$ cat src/rtl/id_ex_stage_if.sv
// ID/EX stage bus: decode-side inputs, forwarding hooks and EX-side outputs.
// master drives the ID side; slave is the pipeline register.
interface id_ex_if #(
    parameter int XLEN    = 32,
    parameter int ALUOP_W = 4
);
    logic               idValid;
    logic [XLEN-1:0]    idPc;
    logic [4:0]         idRs1;
    logic [4:0]         idRs2;
    logic [4:0]         idRd;
    logic               idUseRs1;
    logic               idUseRs2;
    logic [XLEN-1:0]    idRs1Data;
    logic [XLEN-1:0]    idRs2Data;
    logic [XLEN-1:0]    idImm;
    logic               idRegWrite;
    logic               idMemRead;
    logic               idMemWrite;
    logic               idAluSrcImm;
    logic [ALUOP_W-1:0] idAluOp;
    logic               flush;
    logic               exStall;
    logic [XLEN-1:0]    exMemAluResult;
    logic [XLEN-1:0]    memWBWriteData;
    logic [1:0]         forwardA;
    logic [1:0]         forwardB;
    logic               stall;
    logic               exValid;
    logic               exRegWrite;
    logic               exMemRead;
    logic               exMemWrite;
    logic [XLEN-1:0]    exPc;
    logic [4:0]         exRs1;
    logic [4:0]         exRs2;
    logic [4:0]         exRd;
    logic [ALUOP_W-1:0] exAluOp;
    logic [XLEN-1:0]    exOperandA;
    logic [XLEN-1:0]    exOperandB;
    logic [XLEN-1:0]    exStoreData;

    modport master (
        output idValid, idPc, idRs1, idRs2, idRd,
        output idUseRs1, idUseRs2, idRs1Data, idRs2Data,
        output idImm, idRegWrite, idMemRead, idMemWrite,
        output idAluSrcImm, idAluOp, flush, exStall,
        output exMemAluResult, memWBWriteData,
        output forwardA, forwardB,
        input  stall, exValid, exRegWrite, exMemRead,
        input  exMemWrite, exPc, exRs1, exRs2, exRd,
        input  exAluOp, exOperandA, exOperandB, exStoreData
    );

    modport slave (
        input  idValid, idPc, idRs1, idRs2, idRd,
        input  idUseRs1, idUseRs2, idRs1Data, idRs2Data,
        input  idImm, idRegWrite, idMemRead, idMemWrite,
        input  idAluSrcImm, idAluOp, flush, exStall,
        input  exMemAluResult, memWBWriteData,
        input  forwardA, forwardB,
        output stall, exValid, exRegWrite, exMemRead,
        output exMemWrite, exPc, exRs1, exRs2, exRd,
        output exAluOp, exOperandA, exOperandB, exStoreData
    );
endinterface

$ cat src/rtl/id_ex_stage.sv
// ID/EX pipeline register with load-use bubble insertion,
// flush/stall priority and operand forwarding muxes.
module id_ex_stage #(
    parameter int XLEN    = 32,
    parameter int ALUOP_W = 4
) (
    input  logic    clk,
    input  logic    rstn,
    id_ex_if.slave  bus
);

    typedef struct packed {
        logic               valid;
        logic               regWrite;
        logic               memRead;
        logic               memWrite;
        logic               aluSrcImm;
        logic [ALUOP_W-1:0] aluOp;
        logic [XLEN-1:0]    pc;
        logic [4:0]         rs1;
        logic [4:0]         rs2;
        logic [4:0]         rd;
        logic [XLEN-1:0]    rs1Data;
        logic [XLEN-1:0]    rs2Data;
        logic [XLEN-1:0]    imm;
    } id_ex_t;

    id_ex_t          r_ex;
    id_ex_t          w_load;
    id_ex_t          w_next;
    logic            w_loadUse;
    logic            w_hitRs1;
    logic            w_hitRs2;
    logic [XLEN-1:0] w_fwdA;
    logic [XLEN-1:0] w_fwdB;

    assign w_hitRs1 = bus.idUseRs1 && (bus.idRs1 == r_ex.rd);
    assign w_hitRs2 = bus.idUseRs2 && (bus.idRs2 == r_ex.rd);

    assign w_loadUse = r_ex.valid && r_ex.memRead
                    && (r_ex.rd != 5'd0) && bus.idValid
                    && (w_hitRs1 || w_hitRs2);

    assign bus.stall = rstn && (w_loadUse || bus.exStall);

    // Unused source indices are zeroed so they never match a forward.
    always_comb begin
        w_load = '0;
        if (bus.idValid) begin
            w_load.valid     = 1'b1;
            w_load.regWrite  = bus.idRegWrite;
            w_load.memRead   = bus.idMemRead;
            w_load.memWrite  = bus.idMemWrite;
            w_load.aluSrcImm = bus.idAluSrcImm;
            w_load.aluOp     = bus.idAluOp;
            w_load.pc        = bus.idPc;
            w_load.rs1       = bus.idUseRs1 ? bus.idRs1 : 5'd0;
            w_load.rs2       = bus.idUseRs2 ? bus.idRs2 : 5'd0;
            w_load.rd        = bus.idRd;
            w_load.rs1Data   = bus.idRs1Data;
            w_load.rs2Data   = bus.idRs2Data;
            w_load.imm       = bus.idImm;
        end
    end

    always_comb begin
        w_next = w_load;
        if (bus.flush) begin
            w_next = '0;
        end else if (bus.exStall) begin
            w_next = r_ex;
        end else if (w_loadUse) begin
            w_next = '0;
        end
    end

    always_ff @(posedge clk) begin
        if (!rstn) begin
            r_ex <= '0;
        end else begin
            r_ex <= w_next;
        end
    end

    // Select 2'b11 is reserved and falls back to register data.
    always_comb begin
        w_fwdA = r_ex.rs1Data;
        case (bus.forwardA)
            2'b01:   w_fwdA = bus.exMemAluResult;
            2'b10:   w_fwdA = bus.memWBWriteData;
            default: w_fwdA = r_ex.rs1Data;
        endcase
    end

    always_comb begin
        w_fwdB = r_ex.rs2Data;
        case (bus.forwardB)
            2'b01:   w_fwdB = bus.exMemAluResult;
            2'b10:   w_fwdB = bus.memWBWriteData;
            default: w_fwdB = r_ex.rs2Data;
        endcase
    end

    assign bus.exValid     = r_ex.valid;
    assign bus.exRegWrite  = r_ex.regWrite;
    assign bus.exMemRead   = r_ex.memRead;
    assign bus.exMemWrite  = r_ex.memWrite;
    assign bus.exPc        = r_ex.pc;
    assign bus.exRs1       = r_ex.rs1;
    assign bus.exRs2       = r_ex.rs2;
    assign bus.exRd        = r_ex.rd;
    assign bus.exAluOp     = r_ex.aluOp;
    assign bus.exOperandA  = w_fwdA;
    assign bus.exOperandB  = r_ex.aluSrcImm ? r_ex.imm : w_fwdB;
    assign bus.exStoreData = w_fwdB;

endmodule

$ cat src/flat_wrapper.sv
// flat-port wrapper written by rule: the top's interface ports become plain ports
module id_ex_stage_flat 
#(
    parameter int XLEN    = 32,
    parameter int ALUOP_W = 4
)
  (clk, rstn, bus_idValid, bus_idPc, bus_idRs1, bus_idRs2, bus_idRd, bus_idUseRs1, bus_idUseRs2, bus_idRs1Data, bus_idRs2Data, bus_idImm, bus_idRegWrite, bus_idMemRead, bus_idMemWrite, bus_idAluSrcImm, bus_idAluOp, bus_flush, bus_exStall, bus_exMemAluResult, bus_memWBWriteData, bus_forwardA, bus_forwardB, bus_stall, bus_exValid, bus_exRegWrite, bus_exMemRead, bus_exMemWrite, bus_exPc, bus_exRs1, bus_exRs2, bus_exRd, bus_exAluOp, bus_exOperandA, bus_exOperandB, bus_exStoreData);
  id_ex_if #(.XLEN(XLEN), .ALUOP_W(ALUOP_W)) bus_i ();
  input  logic clk;
  input  logic rstn;
  input wire logic [$bits(bus_i.idValid)-1:0] bus_idValid;
  input wire logic [$bits(bus_i.idPc)-1:0] bus_idPc;
  input wire logic [$bits(bus_i.idRs1)-1:0] bus_idRs1;
  input wire logic [$bits(bus_i.idRs2)-1:0] bus_idRs2;
  input wire logic [$bits(bus_i.idRd)-1:0] bus_idRd;
  input wire logic [$bits(bus_i.idUseRs1)-1:0] bus_idUseRs1;
  input wire logic [$bits(bus_i.idUseRs2)-1:0] bus_idUseRs2;
  input wire logic [$bits(bus_i.idRs1Data)-1:0] bus_idRs1Data;
  input wire logic [$bits(bus_i.idRs2Data)-1:0] bus_idRs2Data;
  input wire logic [$bits(bus_i.idImm)-1:0] bus_idImm;
  input wire logic [$bits(bus_i.idRegWrite)-1:0] bus_idRegWrite;
  input wire logic [$bits(bus_i.idMemRead)-1:0] bus_idMemRead;
  input wire logic [$bits(bus_i.idMemWrite)-1:0] bus_idMemWrite;
  input wire logic [$bits(bus_i.idAluSrcImm)-1:0] bus_idAluSrcImm;
  input wire logic [$bits(bus_i.idAluOp)-1:0] bus_idAluOp;
  input wire logic [$bits(bus_i.flush)-1:0] bus_flush;
  input wire logic [$bits(bus_i.exStall)-1:0] bus_exStall;
  input wire logic [$bits(bus_i.exMemAluResult)-1:0] bus_exMemAluResult;
  input wire logic [$bits(bus_i.memWBWriteData)-1:0] bus_memWBWriteData;
  input wire logic [$bits(bus_i.forwardA)-1:0] bus_forwardA;
  input wire logic [$bits(bus_i.forwardB)-1:0] bus_forwardB;
  output wire logic [$bits(bus_i.stall)-1:0] bus_stall;
  output wire logic [$bits(bus_i.exValid)-1:0] bus_exValid;
  output wire logic [$bits(bus_i.exRegWrite)-1:0] bus_exRegWrite;
  output wire logic [$bits(bus_i.exMemRead)-1:0] bus_exMemRead;
  output wire logic [$bits(bus_i.exMemWrite)-1:0] bus_exMemWrite;
  output wire logic [$bits(bus_i.exPc)-1:0] bus_exPc;
  output wire logic [$bits(bus_i.exRs1)-1:0] bus_exRs1;
  output wire logic [$bits(bus_i.exRs2)-1:0] bus_exRs2;
  output wire logic [$bits(bus_i.exRd)-1:0] bus_exRd;
  output wire logic [$bits(bus_i.exAluOp)-1:0] bus_exAluOp;
  output wire logic [$bits(bus_i.exOperandA)-1:0] bus_exOperandA;
  output wire logic [$bits(bus_i.exOperandB)-1:0] bus_exOperandB;
  output wire logic [$bits(bus_i.exStoreData)-1:0] bus_exStoreData;
  assign bus_i.idValid = bus_idValid;
  assign bus_i.idPc = bus_idPc;
  assign bus_i.idRs1 = bus_idRs1;
  assign bus_i.idRs2 = bus_idRs2;
  assign bus_i.idRd = bus_idRd;
  assign bus_i.idUseRs1 = bus_idUseRs1;
  assign bus_i.idUseRs2 = bus_idUseRs2;
  assign bus_i.idRs1Data = bus_idRs1Data;
  assign bus_i.idRs2Data = bus_idRs2Data;
  assign bus_i.idImm = bus_idImm;
  assign bus_i.idRegWrite = bus_idRegWrite;
  assign bus_i.idMemRead = bus_idMemRead;
  assign bus_i.idMemWrite = bus_idMemWrite;
  assign bus_i.idAluSrcImm = bus_idAluSrcImm;
  assign bus_i.idAluOp = bus_idAluOp;
  assign bus_i.flush = bus_flush;
  assign bus_i.exStall = bus_exStall;
  assign bus_i.exMemAluResult = bus_exMemAluResult;
  assign bus_i.memWBWriteData = bus_memWBWriteData;
  assign bus_i.forwardA = bus_forwardA;
  assign bus_i.forwardB = bus_forwardB;
  assign bus_stall = bus_i.stall;
  assign bus_exValid = bus_i.exValid;
  assign bus_exRegWrite = bus_i.exRegWrite;
  assign bus_exMemRead = bus_i.exMemRead;
  assign bus_exMemWrite = bus_i.exMemWrite;
  assign bus_exPc = bus_i.exPc;
  assign bus_exRs1 = bus_i.exRs1;
  assign bus_exRs2 = bus_i.exRs2;
  assign bus_exRd = bus_i.exRd;
  assign bus_exAluOp = bus_i.exAluOp;
  assign bus_exOperandA = bus_i.exOperandA;
  assign bus_exOperandB = bus_i.exOperandB;
  assign bus_exStoreData = bus_i.exStoreData;
  id_ex_stage #(.XLEN(XLEN), .ALUOP_W(ALUOP_W)) u_core (.clk(clk), .rstn(rstn), .bus(bus_i));
endmodule
$ cat config.mk
export PLATFORM = sky130hd
export DESIGN_NAME = id_ex_stage_flat
export DESIGN_NICKNAME = d
export VERILOG_FILES = /design/src/rtl/id_ex_stage_if.sv /design/src/rtl/id_ex_stage.sv /design/src/flat_wrapper.sv
export SDC_FILE = /design/constraint.sdc
export NUM_CORES = 1
export LEC_CHECK = 0
export ABC_AREA = 1
export CORE_AREA = 2 2 148 150
export CTS_CLUSTER_SIZE = 16
export DETAILED_ROUTE_END_ITERATION = 16
export DIE_AREA = 0 0 150 152
export MAX_ROUTING_LAYER = met4
export PLACE_DENSITY = 0.87
export SLEW_MARGIN = 20
export SYNTH_ARGS = -nofsm -noshare
export SYNTH_HDL_FRONTEND = slang
export SYNTH_SLANG_ARGS = --single-unit
$ cat constraint.sdc
create_clock -name clk -period 3.2 [get_ports clk]
set_input_delay 0.48 -clock clk [delete_from_list [all_inputs] [get_ports clk]]
set_output_delay 0.48 -clock clk [all_outputs]
set_load 0.01 [all_outputs]
==> results of run 1 <==
-- cells in the final DEF, fill, tap and decap left out, drive strengths merged --
cell / instances
clkbuf: 18
ha: 4
inv: 172
diode: 8
nand3: 154
nand4: 2
buf: 35
clkinv: 5
clkinvlp: 2
nor2: 83
bufinv: 1
dfxtp: 152
or2: 1
clkdlybuf4s50: 375
nand2: 485
a21oi: 281
-- kinds of logic after synthesis --
group                    after synthesis  share of synthesized area [%]
AO/OA/AOI/OAI                        281                           15.4
flip-flops                           152                           32.2
AND/OR/NAND/NOR                      725                           34.8
buffers and inverters                332                           17.0
adder cells (fa/ha/maj)                4                          0.530
-- cell type report --
class | count | area share, %
clock buffers | 18 | 3.16
well taps | 280 | 2.58
diodes | 8 | 0.147
multi-input cells | 1010 | 35.7
clock inverters | 14 | 1.04
repair buffers | 410 | 30.4
flip-flops and latches | 152 | 22.4
inverters | 166 | 4.62
-- state kept, by name, summed over array words and instances (netlist names) --
name / count
u_core.bus.exAluOp: 4
u_core.bus.exMemRead: 1
u_core.bus.exMemWrite: 1
u_core.bus.exPc: 32
u_core.bus.exRd: 5
u_core.bus.exRegWrite: 1
u_core.bus.exRs1: 5
u_core.bus.exRs2: 5
u_core.bus.exValid: 1
u_core.r_ex: 97
-- layer usage --
layer / up-vias / GRT usage, %
met5: - / -
met4: 0 / 11.9
met3: 81 / 8.68
met2: 610 / 45.9
met1: 4831 / 37.9
li1: 5170 / -
-- power breakdown --
group          leakage, nW  total, W  internal (W)  switching, W
Sequential            1.23   0.00195       0.00193     0.0000222
Combinational         4.46   0.00150      0.000757      0.000742
Clock                0.277   0.00198       0.00109      0.000889
-- worst max-delay path, delay by kind of cell --
kind                     cells  cell delay, ps
AO/OA/AOI/OAI                1             290
adder cells (fa/ha/maj)      1             260
buffers and inverters        6            1540
AND/OR/NAND/NOR              1              50
-- final timing paths --
kind                    endpoint  slack (ps)
min               u_core.r_ex[6]         460
min reg2reg       u_core.r_ex[6]         460
max reg2reg  u_core.bus.exPc[28]        1230
max           bus_exStoreData[8]          90
-- stage by stage --
stage          hold WS (ps)  cells
4_1_cts                 456   2050
3_5_place_dp            447   2018
5_1_grt                 478   2057
6_report                459   2058
2_1_floorplan           437   1494
3_3_place_gp            443   2018
-- repair_timing --
item	4_1_cts	5_1_grt
resized for setup	4	11
cloned	0	0
setup endpoints to repair	24	38
==> qor.csv, run 1 <==
metric,value,unit
grt_pass1_wl,53500,um
wl_met1,13800,um
path_common_cell,clkdlybuf4s50_1,
hp-class,flip-flop to flip-flop,
dp_slack,-125,ps
ff2ff_path_depth,9,
insertion_delay,430,ps
first_pass_iters,5,
place_hpwl,24200,um
h-tree-depth,4,
grt_pass1_vias,9931,
synth.most_common_cell,nand2_1,
dr_wl_met3,3910,um
die_h,152,um
row_count,54,
run_status,finished clean,
vias,10700,
synth-main-ff-cell,dfxtp_1,
hold_violations,0,
critical-path-slowest-cell,clkdlybuf4s50_1,
synth_top_area_share,32.2,%
crit_path_start,bus_forwardB[0],
ys_types,19,
holdPathStages,2,
max_freq,321,MHz
portBuffers,377,
drt_iter0_drc,918,
startpoint_type,input port,
final_max_slew_viol_count,0,
final_layout_size_suffix_gt1_share,9.72,%
cts.sinks,152,
ys_seq_elements,152,
cts_hold_buf,0,
routedWlPerCell,16.9,um
regArea,3040,um2
clock_skew,12.1,ps
setup_violations,0,
routed_wl,34800,um
cp-end-kind,output pin,
drc,0,
gp_congestion,1.00,
io-pin-count,378,
yosys-top-cells-area,"dfxtp_1 (32%), nand2_1 (19%), a21oi_1 (14%)",
cp_cell_sequence,clkdlybuf4s50_1 > inv_1 > ha_4 > inv_2 > buf_12 > nor2_1 > a21oi_1 > buf_4 > clkdlybuf4s50_1,
grt_overflow_total,0,
yosysSeqAreaShare,32.2,%
grt_max_degree,153,
area_delta_synth_final,44.0,%
layout.nets,1987,
relSlewSlack,40.5,%
cts_root_buf,clkbuf_16,
synth-edff-count,0,
drtAntennaViolNets,0,
cts_made_buffers,17,
antenna_found_initial,7,
synthesis.nets,1724,
fp.dieW,150,um
syn-cell-area,9440,um2
path_max_fanout,16,
clk_pin_slew,70,ps
async_flop_share,0,%
ctsLongestPathBuffers,2,
final_area,13600,um2
postPlaceCellArea,12900,um2
path_class,input port to output pin,
start_util,44.2,%
p_leak,5.97,nW
cp.arrival,2630,ps
final_util,63.7,%
postCtsSetupRepairBufs,0,
power,0.00543,W
core,21400,um2
rsz0062_at_grt,no,
tns,0,ps
multiInputGateArea,4850,um2
fin_ws,89.2,ps
ys_warn_count,0,
dr_wl_met2,15800,um
power_density,399,nW/um2
worst_pin_slew,892,ps
cpPeakStageDelay,530,ps
yosysTopAreaCell,dfxtp_1,
crit_required,2720,ps
routed_via_density,5.20,
highest_layer,met4,
peakVddDrop,367,uV
fin_crit,3110,ps
track_usage,30.3,%
avgSynthCellArea,6.32,um2
r2r_start,u_core.bus.exRd[0],
hp-start,u_core.r_ex[6],
netlist_top_cells_count,"nand2_1 (483), a21oi_1 (267), inv_1 (159)",
die-area,22800,um2
cts_tree,done,
max_cap_viol_count,0,
num-fill-cells,1899,
synthCells,1494,
fin_crit_sh,97.2,%
Note: power is estimated with default switching activity, not from simulation.
==> run 2: changes to the inputs <==
--- a/config.mk
+++ b/config.mk
@@ -10,6 +10,7 @@
 export CTS_CLUSTER_SIZE = 16
 export DETAILED_ROUTE_END_ITERATION = 16
 export DIE_AREA = 0 0 150 152
+export GPL_TIMING_DRIVEN = 0
 export MAX_ROUTING_LAYER = met4
 export PLACE_DENSITY = 0.87
 export SLEW_MARGIN = 20
==> qor.csv, run 2 (same netlist as run 1, synthesis figures left out) <==
metric,value,unit
run_status,finished clean,
path_max_fanout,6,
p_leak,6.54,nW
core,21400,um2
top_register,u_core.r_ex,
drc,0,
startpoint_type,input port,
fin_crit,3190,ps
die_h,152,um
first_pass_iters,7,
fin_crit_sh,99.8,%
place_hpwl,29500,um
routed_via_density,5.13,
insertion_delay,430,ps
io-pin-count,378,
max_cap_viol_count,0,
track_usage,33.0,%
final_common_cell,nand2_1,
grt_max_degree,17,
regArea,3040,um2
hold_violations,0,
clock_skew,12.4,ps
relSlewSlack,63.5,%
drt_iter0_drc,768,
drtAntennaViolNets,0,
gp_congestion,0.984,
portBuffers,375,
ctsLongestPathBuffers,2,
power,0.00590,W
area_delta_synth_final,53.2,%
row_count,54,
multiInputGateArea,4910,um2
wl_met1,14100,um
cp-end-kind,output pin,
fin_ws,7.46,ps
final_cell_mix,"nand2_1 (483), clkdlybuf4s50_1 (367), a21oi_1 (239)",
start_util,44.2,%
cp.arrival,2710,ps
h-tree-depth,4,
layout.nets,2121,
dp_slack,-807,ps
routedWlPerCell,17.3,um
peakVddDrop,366,uV
grt_pass1_wl,57100,um
largest_register_ffs,97,
routed_wl,37800,um
tns,0,ps
antenna_found_initial,3,
fp.dieW,150,um
cts_root_buf,clkbuf_16,
final_layout_size_suffix_gt1_share,14.3,%
cts.sinks,152,
crit_required,2720,ps
final_max_slew_viol_count,0,
vias,11200,
num-fill-cells,1842,
setup_violations,0,
max_freq,313,MHz
worst_pin_slew,547,ps
grt_overflow_total,0,
dr_wl_met2,18400,um
path_class,input port to output pin,
cts_made_buffers,17,
die-area,22800,um2
cts_tree,done,
grt_pass1_vias,10800,
dr_wl_met3,3920,um
power_density,408,nW/um2
final_util,67.8,%
hp-class,flip-flop to flip-flop,
clk_pin_slew,60,ps
highest_layer,met4,
cts_hold_buf,0,
## run 2: worst max-delay path, cell delays in order
cell and delay (ps):
clkdlybuf4s50_1 530, ha_2 350, inv_2 120, nor2_1 50, a21oi_1 440, nand2_1 90, nand2_1 70, clkdlybuf4s50_1 560
## run 2: final timing paths
check | from | to | cells after the start | slack, ps
worst max-delay path | bus_forwardB[1] | bus_exOperandB[31] | 8 | 7
worst min-delay path | u_core.r_ex[6] | u_core.r_ex[6] | 2 | 460
worst max register to register | u_core.bus.exRd[1] | u_core.r_ex[92] | 11 | 1580
worst min register to register | u_core.r_ex[6] | u_core.r_ex[6] | 2 | 460
## run 2: metrics by stage
stage	cell area, um2	cells	hold slack [ps]
after global routing	14500	2186	480
final	14500	2186	456
after floorplan	9440	1494	437
after detailed placement	13500	2149	447
after CTS	14400	2183	455
after global placement	13500	2149	442
## run 2: cell type report
cell class,count,area share [%]
Clock inverter,12,1.70
Buffer,164,7.22
Sequential cell,152,21.0
Antenna cell,3,0.0519
Inverter,166,4.31
Tap cell,280,2.42
Clock buffer,19,3.06
Multi-Input combinational cell,1010,34.0
Timing Repair Buffer,380,26.2
## run 2: repair_timing
item,in CTS,in global routing
setup endpoints to repair,93,54
pin swaps,1,0
setup buffers,4,1
resized for setup,55,33
cloned,0,0
## run 2: power by group
group          switching (W)  total (W)  leakage [nW]  internal [W]
Sequential         0.0000239    0.00195          1.23       0.00193
Combinational       0.000797    0.00156          4.98      0.000763
Clock               0.000824    0.00238         0.337       0.00156
Total                0.00165    0.00590          6.54       0.00425
## run 2: routing by layer
metal	vias to the layer above	global-route usage, %
met1	5069	36.7
met2	597	55.9
li1	5444	-
met5	-	-
met3	99	8.47
met4	0	13.2
==> run 3: changes to the inputs <==
--- a/config.mk
+++ b/config.mk
@@ -10,9 +10,9 @@
 export CTS_CLUSTER_SIZE = 16
 export DETAILED_ROUTE_END_ITERATION = 16
 export DIE_AREA = 0 0 150 152
-export GPL_TIMING_DRIVEN = 0
 export MAX_ROUTING_LAYER = met4
 export PLACE_DENSITY = 0.87
+export SETUP_SLACK_MARGIN = 0.1
 export SLEW_MARGIN = 20
 export SYNTH_ARGS = -nofsm -noshare
 export SYNTH_HDL_FRONTEND = slang
==> qor.csv, run 3 (same netlist as run 1, synthesis figures left out) <==
metric,value,unit
final_layout_size_suffix_gt1_share,10.2,%
routed_via_density,5.19,
hold_violations,0,
clk_pin_slew,70,ps
io-pin-count,378,
die-area,22800,um2
final_cell_mix,"nand2_1 (483), clkdlybuf4s50_1 (367), a21oi_1 (251)",
cp_cell_sequence,clkdlybuf4s50_1 > inv_1 > ha_4 > buf_12 > buf_4 > a21oi_1 > a21oi_2 > nand2_1 > nand2_1 > clkdlybuf4s50_1,
p_leak,6.07,nW
clock_skew,13.9,ps
cts_root_buf,clkbuf_16,
fp.dieW,150,um
cts_tree,done,
drtAntennaViolNets,0,
cp-end-kind,output pin,
layout.nets,1988,
cts.sinks,152,
portBuffers,377,
gp_congestion,1.00,
start_util,44.2,%
fin_crit,3080,ps
top_register,u_core.r_ex,
routed_wl,35300,um
worst_pin_slew,874,ps
ff2ff_path_depth,9,
antenna_found_initial,7,
die_h,152,um
peakVddDrop,368,uV
track_usage,30.3,%
grt_pass1_wl,53600,um
multiInputGateArea,4890,um2
power_density,399,nW/um2
holdPathStages,2,
crit_required,2720,ps
holdWs,457,ps
cp.arrival,2600,ps
first_pass_iters,6,
rsz0062_at_grt,yes,
startpoint_type,input port,
path_max_fanout,12,
final_common_cell,nand2_1,
grt_pass1_vias,9947,
final_max_slew_viol_count,0,
routedWlPerCell,17.1,um
area_delta_synth_final,44.9,%
cts_hold_buf,0,
run_status,finished clean,
row_count,54,
drc,0,
max_freq,324,MHz
max_cap_viol_count,0,
grt_overflow_total,0,
fin_crit_sh,96.4,%
regArea,3040,um2
setup_violations,0,
num-fill-cells,1896,
place_hpwl,24200,um
critical-path-slowest-cell,clkdlybuf4s50_1,
cpPeakStageDelay,530,ps
insertion_delay,430,ps
ctsLongestPathBuffers,2,
hp-class,flip-flop to flip-flop,
grt_max_degree,153,
largest_register_ffs,97,
vias,10700,
tns,0,ps
relSlewSlack,41.7,%
drt_iter0_drc,932,
core,21400,um2
cts_made_buffers,17,
h-tree-depth,4,
path_class,input port to output pin,
-- run 3: cell types whose count changed in the layout (fill, tap and decap cells not counted), sizes merged --
cell,change
clkbuf,-61
clkinvlp,+2
diode,+5
clkinv,+1
buf,-73
inv,+5
dlymetal6s2s,+2
bufinv,-6
dlygate4sd2,-2
-- run 3: area by class of cell --
cell class	count	share of cell area, %
sequential	152	22.2
clock inverter	14	1.03
timing repair buffer	411	30.6
clock buffer	18	3.14
antenna	8	0.146
inverter	166	4.61
multi-input combinational	1010	35.7
tap	280	2.56
-- run 3: worst max-delay path: cells and delay by family --
kind / cells / cell delay (ps)
adders and majority gates: 1 / 330
buffers and inverters: 5 / 1430
AOI/OAI and AO/OA: 2 / 220
and+or+nand+nor: 2 / 130
-- run 3: where the power goes --
part / leakage [nW] / internal, W / switching, W
logic: 4.56 / 0.000765 / 0.000754
registers: 1.23 / 0.00193 / 0.0000222
clock network: 0.277 / 0.00109 / 0.000892
-- run 3: what timing repair did --
item,4_1_cts,5_1_grt
cloned,0,1
setup buffers,0,0
pin swaps,0,5
gates resized for setup,11,24
endpoints found under the setup margin,50,41
-- run 3: per-layer routing --
layer  track usage [%]  share of wire, %
met3              8.74                11
met2              45.9                46
met5                 -                 0
met1              37.8                39
met4              12.4               3.5
-- run 3: final timing paths --
check                     startpoint                 to  slack (ps)
hold reg to reg       u_core.r_ex[6]     u_core.r_ex[6]         460
setup / recovery     bus_forwardB[0]  bus_exOperandB[7]         120
hold / removal        u_core.r_ex[6]     u_core.r_ex[6]         460
setup reg to reg  u_core.bus.exRd[0]    u_core.r_ex[12]        1220
-- run 3: through the flow --
| stage | worst slack [ps] | std cells | cell area, um2 | utilization, % | power, W |
|---|---|---|---|---|---|
| after CTS | 105 | 2050 | 13600 | 63.5 | 0.00545 |
| final | 116 | 2059 | 13700 | 64.1 | 0.00546 |
| after global routing | 51.6 | 2058 | 13700 | 64.1 | 0.00569 |
| after global placement | -105 | 2018 | 12900 | 60.6 | 0.00345 |
| after detailed placement | -125 | 2018 | 12900 | 60.6 | 0.00346 |
| after floorplan | 929 | 1494 | 9440 | - | 0.00262 |
